### config.mk
export PLATFORM = sky130hd
export DESIGN_NAME = nock_dispatch
export DESIGN_NICKNAME = d
export VERILOG_FILES = /design/src/rtl/nock_dispatch.sv
export SDC_FILE = /design/constraint.sdc
export NUM_CORES = 1
export LEC_CHECK = 0
export CAP_MARGIN = 15
export CORE_MARGIN = 5
export CORE_UTILIZATION = 47
export CTS_CLUSTER_SIZE = 28
export DETAILED_ROUTE_END_ITERATION = 10
export PLACE_DENSITY = 0.85
export SLEW_MARGIN = 20
export SYNTH_ARGS = -nofsm -noshare
export SYNTH_HDL_FRONTEND = slang
export SYNTH_SLANG_ARGS = --single-unit
### constraint.sdc
create_clock -name clk -period 2.9 [get_ports clk]
set_clock_uncertainty 0.15 [all_clocks]
set_input_delay 0.58 -clock clk [delete_from_list [all_inputs] [get_ports clk]]
set_output_delay 0.58 -clock clk [all_outputs]
set_load 0.01 [all_outputs]
### src/rtl/nock_dispatch.sv
// nock_dispatch: takes one Nock operation at a time from traversal, starts the matching
// control_mux submodule, waits for it to finish (or time out) and returns the result.

`ifndef MEMORY_ADDR_WIDTH
`define MEMORY_ADDR_WIDTH 16
`endif
`ifndef MEMORY_DATA_WIDTH
`define MEMORY_DATA_WIDTH 32
`endif
`ifndef MUX_TRAVERSAL
`define MUX_TRAVERSAL 3'd0
`define MUX_EXECUTE   3'd1
`define MUX_CELL      3'd2
`define MUX_INCR      3'd3
`define MUX_EQUAL     3'd4
`define MUX_EDIT      3'd5
`endif

module nock_dispatch #(
  parameter int TIMEOUT_CYCLES = 1024,
  parameter int OPCODE_WIDTH   = 4
) (
  input  logic                          clk,
  input  logic                          rst,
  input  logic                          req_valid,
  output logic                          req_ready,
  input  logic [OPCODE_WIDTH-1:0]       req_opcode,
  input  logic [`MEMORY_ADDR_WIDTH-1:0] req_address,
  input  logic [`MEMORY_DATA_WIDTH-1:0] req_data,
  output logic [2:0]                    sel,
  output logic [`MEMORY_ADDR_WIDTH-1:0] module_address,
  output logic [`MEMORY_DATA_WIDTH-1:0] module_data,
  output logic                          module_start,
  input  logic                          finished,
  input  logic [3:0]                    return_sys_func,
  input  logic [3:0]                    return_state,
  output logic                          rsp_valid,
  input  logic                          rsp_ready,
  output logic [3:0]                    rsp_sys_func,
  output logic [3:0]                    rsp_state,
  output logic                          rsp_error,
  output logic [1:0]                    rsp_err_code
);

  localparam int CNT_W = (TIMEOUT_CYCLES > 0) ? $clog2(TIMEOUT_CYCLES + 1) : 1;
  localparam logic [CNT_W-1:0] CNT_LAST =
    CNT_W'((TIMEOUT_CYCLES > 0) ? TIMEOUT_CYCLES - 1 : 0);

  localparam logic [1:0] ERR_NONE    = 2'd0;
  localparam logic [1:0] ERR_OPCODE  = 2'd1;
  localparam logic [1:0] ERR_TIMEOUT = 2'd2;

  typedef enum logic [2:0] {
    S_IDLE  = 3'd0,
    S_ISSUE = 3'd1,
    S_WAIT  = 3'd2,
    S_RESP  = 3'd3,
    S_DRAIN = 3'd4
  } state_t;

  state_t           state;
  logic [CNT_W-1:0] wait_cnt;
  logic             dec_ok;
  logic [2:0]       dec_sel;

  always_comb begin
    dec_ok  = 1'b1;
    dec_sel = `MUX_TRAVERSAL;
    case (req_opcode)
      OPCODE_WIDTH'(2):  dec_sel = `MUX_EXECUTE;
      OPCODE_WIDTH'(3):  dec_sel = `MUX_CELL;
      OPCODE_WIDTH'(4):  dec_sel = `MUX_INCR;
      OPCODE_WIDTH'(5):  dec_sel = `MUX_EQUAL;
      OPCODE_WIDTH'(10): dec_sel = `MUX_EDIT;
      default:           dec_ok  = 1'b0;
    endcase
  end

  // sel/module_address/module_data are only rewritten on a new valid request or on the
  // return to IDLE, so the combinational control_mux sees stable inputs for the whole op.
  always_ff @(posedge clk or negedge rst) begin
    if (!rst) begin
      state          <= S_IDLE;
      req_ready      <= 1'b1;
      sel            <= `MUX_TRAVERSAL;
      module_address <= '0;
      module_data    <= '0;
      module_start   <= 1'b0;
      rsp_valid      <= 1'b0;
      rsp_sys_func   <= '0;
      rsp_state      <= '0;
      rsp_error      <= 1'b0;
      rsp_err_code   <= ERR_NONE;
      wait_cnt       <= '0;
    end else begin
      module_start <= 1'b0;
      case (state)
        S_IDLE: begin
          if (req_valid) begin
            req_ready <= 1'b0;
            if (dec_ok) begin
              sel            <= dec_sel;
              module_address <= req_address;
              module_data    <= req_data;
              module_start   <= 1'b1;
              state          <= S_ISSUE;
            end else begin
              rsp_valid    <= 1'b1;
              rsp_error    <= 1'b1;
              rsp_err_code <= ERR_OPCODE;
              rsp_sys_func <= '0;
              rsp_state    <= '0;
              state        <= S_RESP;
            end
          end
        end
        S_ISSUE: begin
          wait_cnt <= '0;
          state    <= S_WAIT;
        end
        S_WAIT: begin
          if (finished) begin
            rsp_valid    <= 1'b1;
            rsp_error    <= 1'b0;
            rsp_err_code <= ERR_NONE;
            rsp_sys_func <= return_sys_func;
            rsp_state    <= return_state;
            state        <= S_RESP;
          end else if (TIMEOUT_CYCLES != 0 && wait_cnt == CNT_LAST) begin
            rsp_valid    <= 1'b1;
            rsp_error    <= 1'b1;
            rsp_err_code <= ERR_TIMEOUT;
            rsp_sys_func <= '0;
            rsp_state    <= '0;
            state        <= S_RESP;
          end else if (TIMEOUT_CYCLES != 0) begin
            wait_cnt <= wait_cnt + CNT_W'(1);
          end
        end
        S_RESP: begin
          if (rsp_ready) begin
            rsp_valid <= 1'b0;
            if (finished) begin
              state <= S_DRAIN;
            end else begin
              sel       <= `MUX_TRAVERSAL;
              req_ready <= 1'b1;
              state     <= S_IDLE;
            end
          end
        end
        S_DRAIN: begin
          // a finished level left over from this op must not complete the next one
          if (!finished) begin
            sel       <= `MUX_TRAVERSAL;
            req_ready <= 1'b1;
            state     <= S_IDLE;
          end
        end
        default: begin
          sel       <= `MUX_TRAVERSAL;
          req_ready <= 1'b1;
          rsp_valid <= 1'b0;
          state     <= S_IDLE;
        end
      endcase
    end
  end

endmodule

---- Yosys cells after proc, flatten, opt, wreduce, memory -nomap -nowiden ----
Cells that the tools add are included.
operators by class
  add/subtract/negate cells ............... 1
  eq/ne operators ......................... 18
  multiplexer cells ....................... 45
  bitwise gates (word level) .............. 2
  reduce and logical (&&, ||, !) cells .... 13
operators with widths
  cell                                             number
  2-to-1 mux 3 bit                                 10
  case mux 3 bit (5 select lines)                  2
  2-to-1 mux 11 bit                                2
  case mux 11 bit (2 select lines)                 1
  2-to-1 mux 4 bit                                 5
  case mux 4 bit (2 select lines)                  2
  inequality test 2 bit, second input constant     7
  2-to-1 mux 1 bit                                 13
  case mux 3 bit (4 select lines)                  1
  AND reduction 4 bit                              3
  adder 11 x 1 -> 11 bit, second input constant    1
  == test 11 x 10 -> 1 bit, second input constant  1
  2-to-1 mux 2 bit                                 5
  AND reduction 3 bit                              3
  == test 4 x 2 -> 1 bit, second input constant    2
  == test 4 x 3 -> 1 bit, second input constant    2
  case mux 1 bit (4 select lines)                  2
  == test 3 x 2 -> 1 bit, second input constant    2
  AND reduction 5 bit                              1
  OR reduction 5 bit                               1
  == test 4 bit, second input constant             1
  case mux 2 bit (2 select lines)                  1
  nonzero test 2 bit                               2
  OR reduction 2 bit                               2
  6 further kinds                                  7
storage, ports and cells
  register bits ........................... 79
  input port bits ......................... 65

---- Longest topological paths before layout ----
  depth in word-level cells ............... 6
  gate-level depth with buffers ........... 7
  gate-level depth less buffers ........... 6

---- Worst setup path after synthesis ----
Ideal clock, no wire load.
  path kind ............................... input -> register
  start point ............................. input port req_opcode[1]
  end point ............................... register module_data[12]
  data arrival time ....................... 1.832 ns
  setup slack ............................. 0.794 ns
  cell stages on the path ................. 7
  buffers on the path ..................... 2
  cell sequence ........................... nor3b_2 a21oi_2 or2_1 inv_2 buf_6 buf_6 mux2_2
on the way
  cells in the longest elaborated chain, start to end .. 4
  elaborated cells between the ends (all ways) .. 8
RTL lines
  what                                         RTL line  RTL
  from (decl)                                  27        input logic [OPCODE_WIDTH-1:0] req_opcode,
  == test 4 bit, or another cell as far along  69        case (req_opcode)
  OR reduction 5 bit (no source line) (*)      n/a
  2-to-1 mux 1 bit (*)                         69
  AND reduction 3 bit (no source line) (*)     n/a
  to (signal assigned)                         104       module_data <= req_data;
  to (decl)                                    32        output logic [`MEMORY_DATA_WIDTH-1:0] module_data,
Mark *: on every way between the ends. The rest lies on a longest branch, timed or not.
A chain may end at the register's enable or synchronous reset.

---- Worst setup path after layout ----
  start point ............................. input port req_opcode[1]
  end point ............................... register module_data[10]
Same word-level chain as after synthesis.

==> results.tsv <==
metric	value	unit
drt_iter0_markers	127	
antenna_left	0	
die_area	8840	sq um
drc	0	
postCtsSetupRepairBufs	0	
post-route-period-util	84.2	%
die_h	94.0	um
ir_drop	513	uV
wl_per_cell	16.2	um
core_area	6830	sq um
timing.rr.start	state[1]$_DFFE_PN0P_	
timing.rr.end	module_data[10]$_DFFE_PN0P_	
tightestPinTransition	963	ps
gp_congestion	0.830	
tns	0	ps
p_seq_share	40.2	%
cts_max_level	3	
power.switching	1.41	mW
clock-sinks	79	
power.total	4.56	mW
ys_ff_latch	79	
synth-edff-count	0	
p_leak	2.07	nW
syn-cell-area	3320	sq um
cellPowerDensity	929	nW/um^2
grt_pass1_wl	12900	um
final_nets	454	
fin_ws	457	ps
synth.top_cell.area_share	58.8	%
syn_area_per_cell	13.0	sq um
synth_area_leaders	dfrtp_1 59%, mux2_2 16%, a22o_1 2.1%, nand2_1 1.8%, a21oi_1 1.4%	
clock-root-buffer	clkbuf_8	
final_common_cell	clkdlybuf4s50_1	
crit_start	req_opcode[1]	
cts_tree	built	
worstPathMaxFanout	23	
track_usage	18.8	%
antennaDiodeCount	0	
combPwrFrac	42.1	%
worstSetupPathType	in -> reg	
crit_required	2980	ps
synth_flop_cell	dfrtp_1	
yosys_warnings	0	
synth-seq-area-share	59.6	%
layout_common_cells	128 x clkdlybuf4s50_1, 78 x dfrtp_1, 48 x mux2_2	
cts-buffers-inserted	9	
fillCellCount	509	
grt_pass1_vias	2653	
wirelength	7890	um
max-cap-violations	0	
clk_path_buf_depth	2	
clk_pin_slew_worst_paths	80	ps
async_flop_share	100	%
reg2reg_depth	6	
vias	2512	
clkPwrFrac	17.7	%
insertion_delay	350	ps
holdBufCountCts	0	
rsz0062_at_grt	no	
slew_headroom	35.8	%
grt_antenna_before_repair	0	
ios	130	
status	complete, no violations	
drive_gt1_share	19.4	%
syn_nets	321	
start_util	48.6	%
slew_viol_final	0	
hold_path.class	in -> async	
fin_crit	2440	ps
layout-area-overhead-vs-synth	47.9	%
ff2ff_setup_slack	650	ps
ctsResizeCount	0	
grt_max_degree	80	
synth_top_cell_by_area	dfrtp_1	
pre_cts_ws	115	ps
regArea	1980	sq um
overflow	0	
finalSetupViolations	0	
crit_path_end_kind	flip-flop	
port_buffers	129	
first_pass_iters	4	
via_per_inst	5.15	
finalHoldViolCount	0	
ys_types	48	
p_int	3.15	mW
multiInputGateArea	1240	sq um
rows	30	
syn_inst	255	
start_kind	input port	
endpoint	module_data[10]$_DFFE_PN0P_	
fp.dieW	94.0	um
worstPathArrival	2520	ps
dp_hpwl	5860	um
p_sw_share	31.0	%
fmax	0.409	GHz
[registers in the layout, indices dropped and copies added, names as in the netlist]
register and flops:
wait_cnt 11, module_start 1, module_data 32, rsp_error 1, rsp_state 4, req_ready 1
sel 3, rsp_valid 1, rsp_sys_func 4, module_address 16, state 3, rsp_err_code 2
[power by group through the flow]
stage	Combinational (mW)	Sequential [mW]	Clock (mW)
after detailed placement	1.95	1.85	0
after floorplan	0.691	2.00	0
after global routing	2.07	1.91	0.875
final	1.92	1.83	0.805
after global placement	1.90	1.84	0
after CTS	1.95	1.84	0.820
[layout make-up]
cell class	instances	area share, %
tap	96	2.45
sequential	79	40.3
inverter	10	0.765
clock inverter	5	1.20
timing repair buffer	132	27.2
clock buffer	10	2.81
multi-input combinational	156	25.2
[logic make-up after synthesis]
logic type	count (synthesis)	share of synthesized area [%]
AOI/OAI and AO/OA	44	9.16
xor gates and xnor gates	2	0.528
adders and majority gates	1	0.377
buffers and inverters	20	3.09
DFF	79	59.6
muxes	51	17.2
and+or+nand+nor	58	10.0
[worst min-delay path by stage]
stage | cells after the start | slack (ps) | end | from
finish | 1 | 230 | wait_cnt[0]$_DFFE_PN0P_ | rst
floorplan | 0 | 130 | module_address[0]$_DFFE_PN0P_ | rst
global route | 1 | 310 | module_data[19]$_DFFE_PN0P_ | rst
CTS | 1 | 270 | module_data[24]$_DFFE_PN0P_ | rst
global placement | 1 | 340 | module_data[28]$_DFFE_PN0P_ | module_data[28]$_DFFE_PN0P_
detailed placement | 1 | 340 | rsp_sys_func[0]$_DFFE_PN0P_ | rsp_sys_func[0]$_DFFE_PN0P_
[Yosys cell counts (all sizes together) (3+ instances only)]
cell type and n:
mux2 48, mux2i 3, buf 7, clkbuf 3, o211ai 3, dfrtp 78, or3 3, o21ai 9
a22o 8, nand3 6, nor2 12, inv 10, nand4 4, nand2 17, nor3 3, a21oi 10
[per-stage QoR]
stage	instance area, sq um	cells	hold WS (ps)	util [%]
4_1_cts	4910	488	274	71.8
3_5_place_dp	4710	473	342	68.9
5_1_grt	4910	488	313	71.8
6_report	4910	488	235	71.8
2_1_floorplan	3320	255	134	-
3_3_place_gp	4710	473	338	68.9
[per-layer routing]
layer / track usage (%) / routed length [um]
met5: 0 / 0
met4: 7.70 / 177
met2: 31.4 / 3900
met3: 5.53 / 536
met1: 22.7 / 3280
[critical path: stages]
cell and delay [ps]:
clkdlybuf4s50_1 490, nor3b_2 330, a21oi_2 90, or2_1 290, inv_2 190, buf_12 210
mux2_2 350
(Power assumes the default switching activity.)
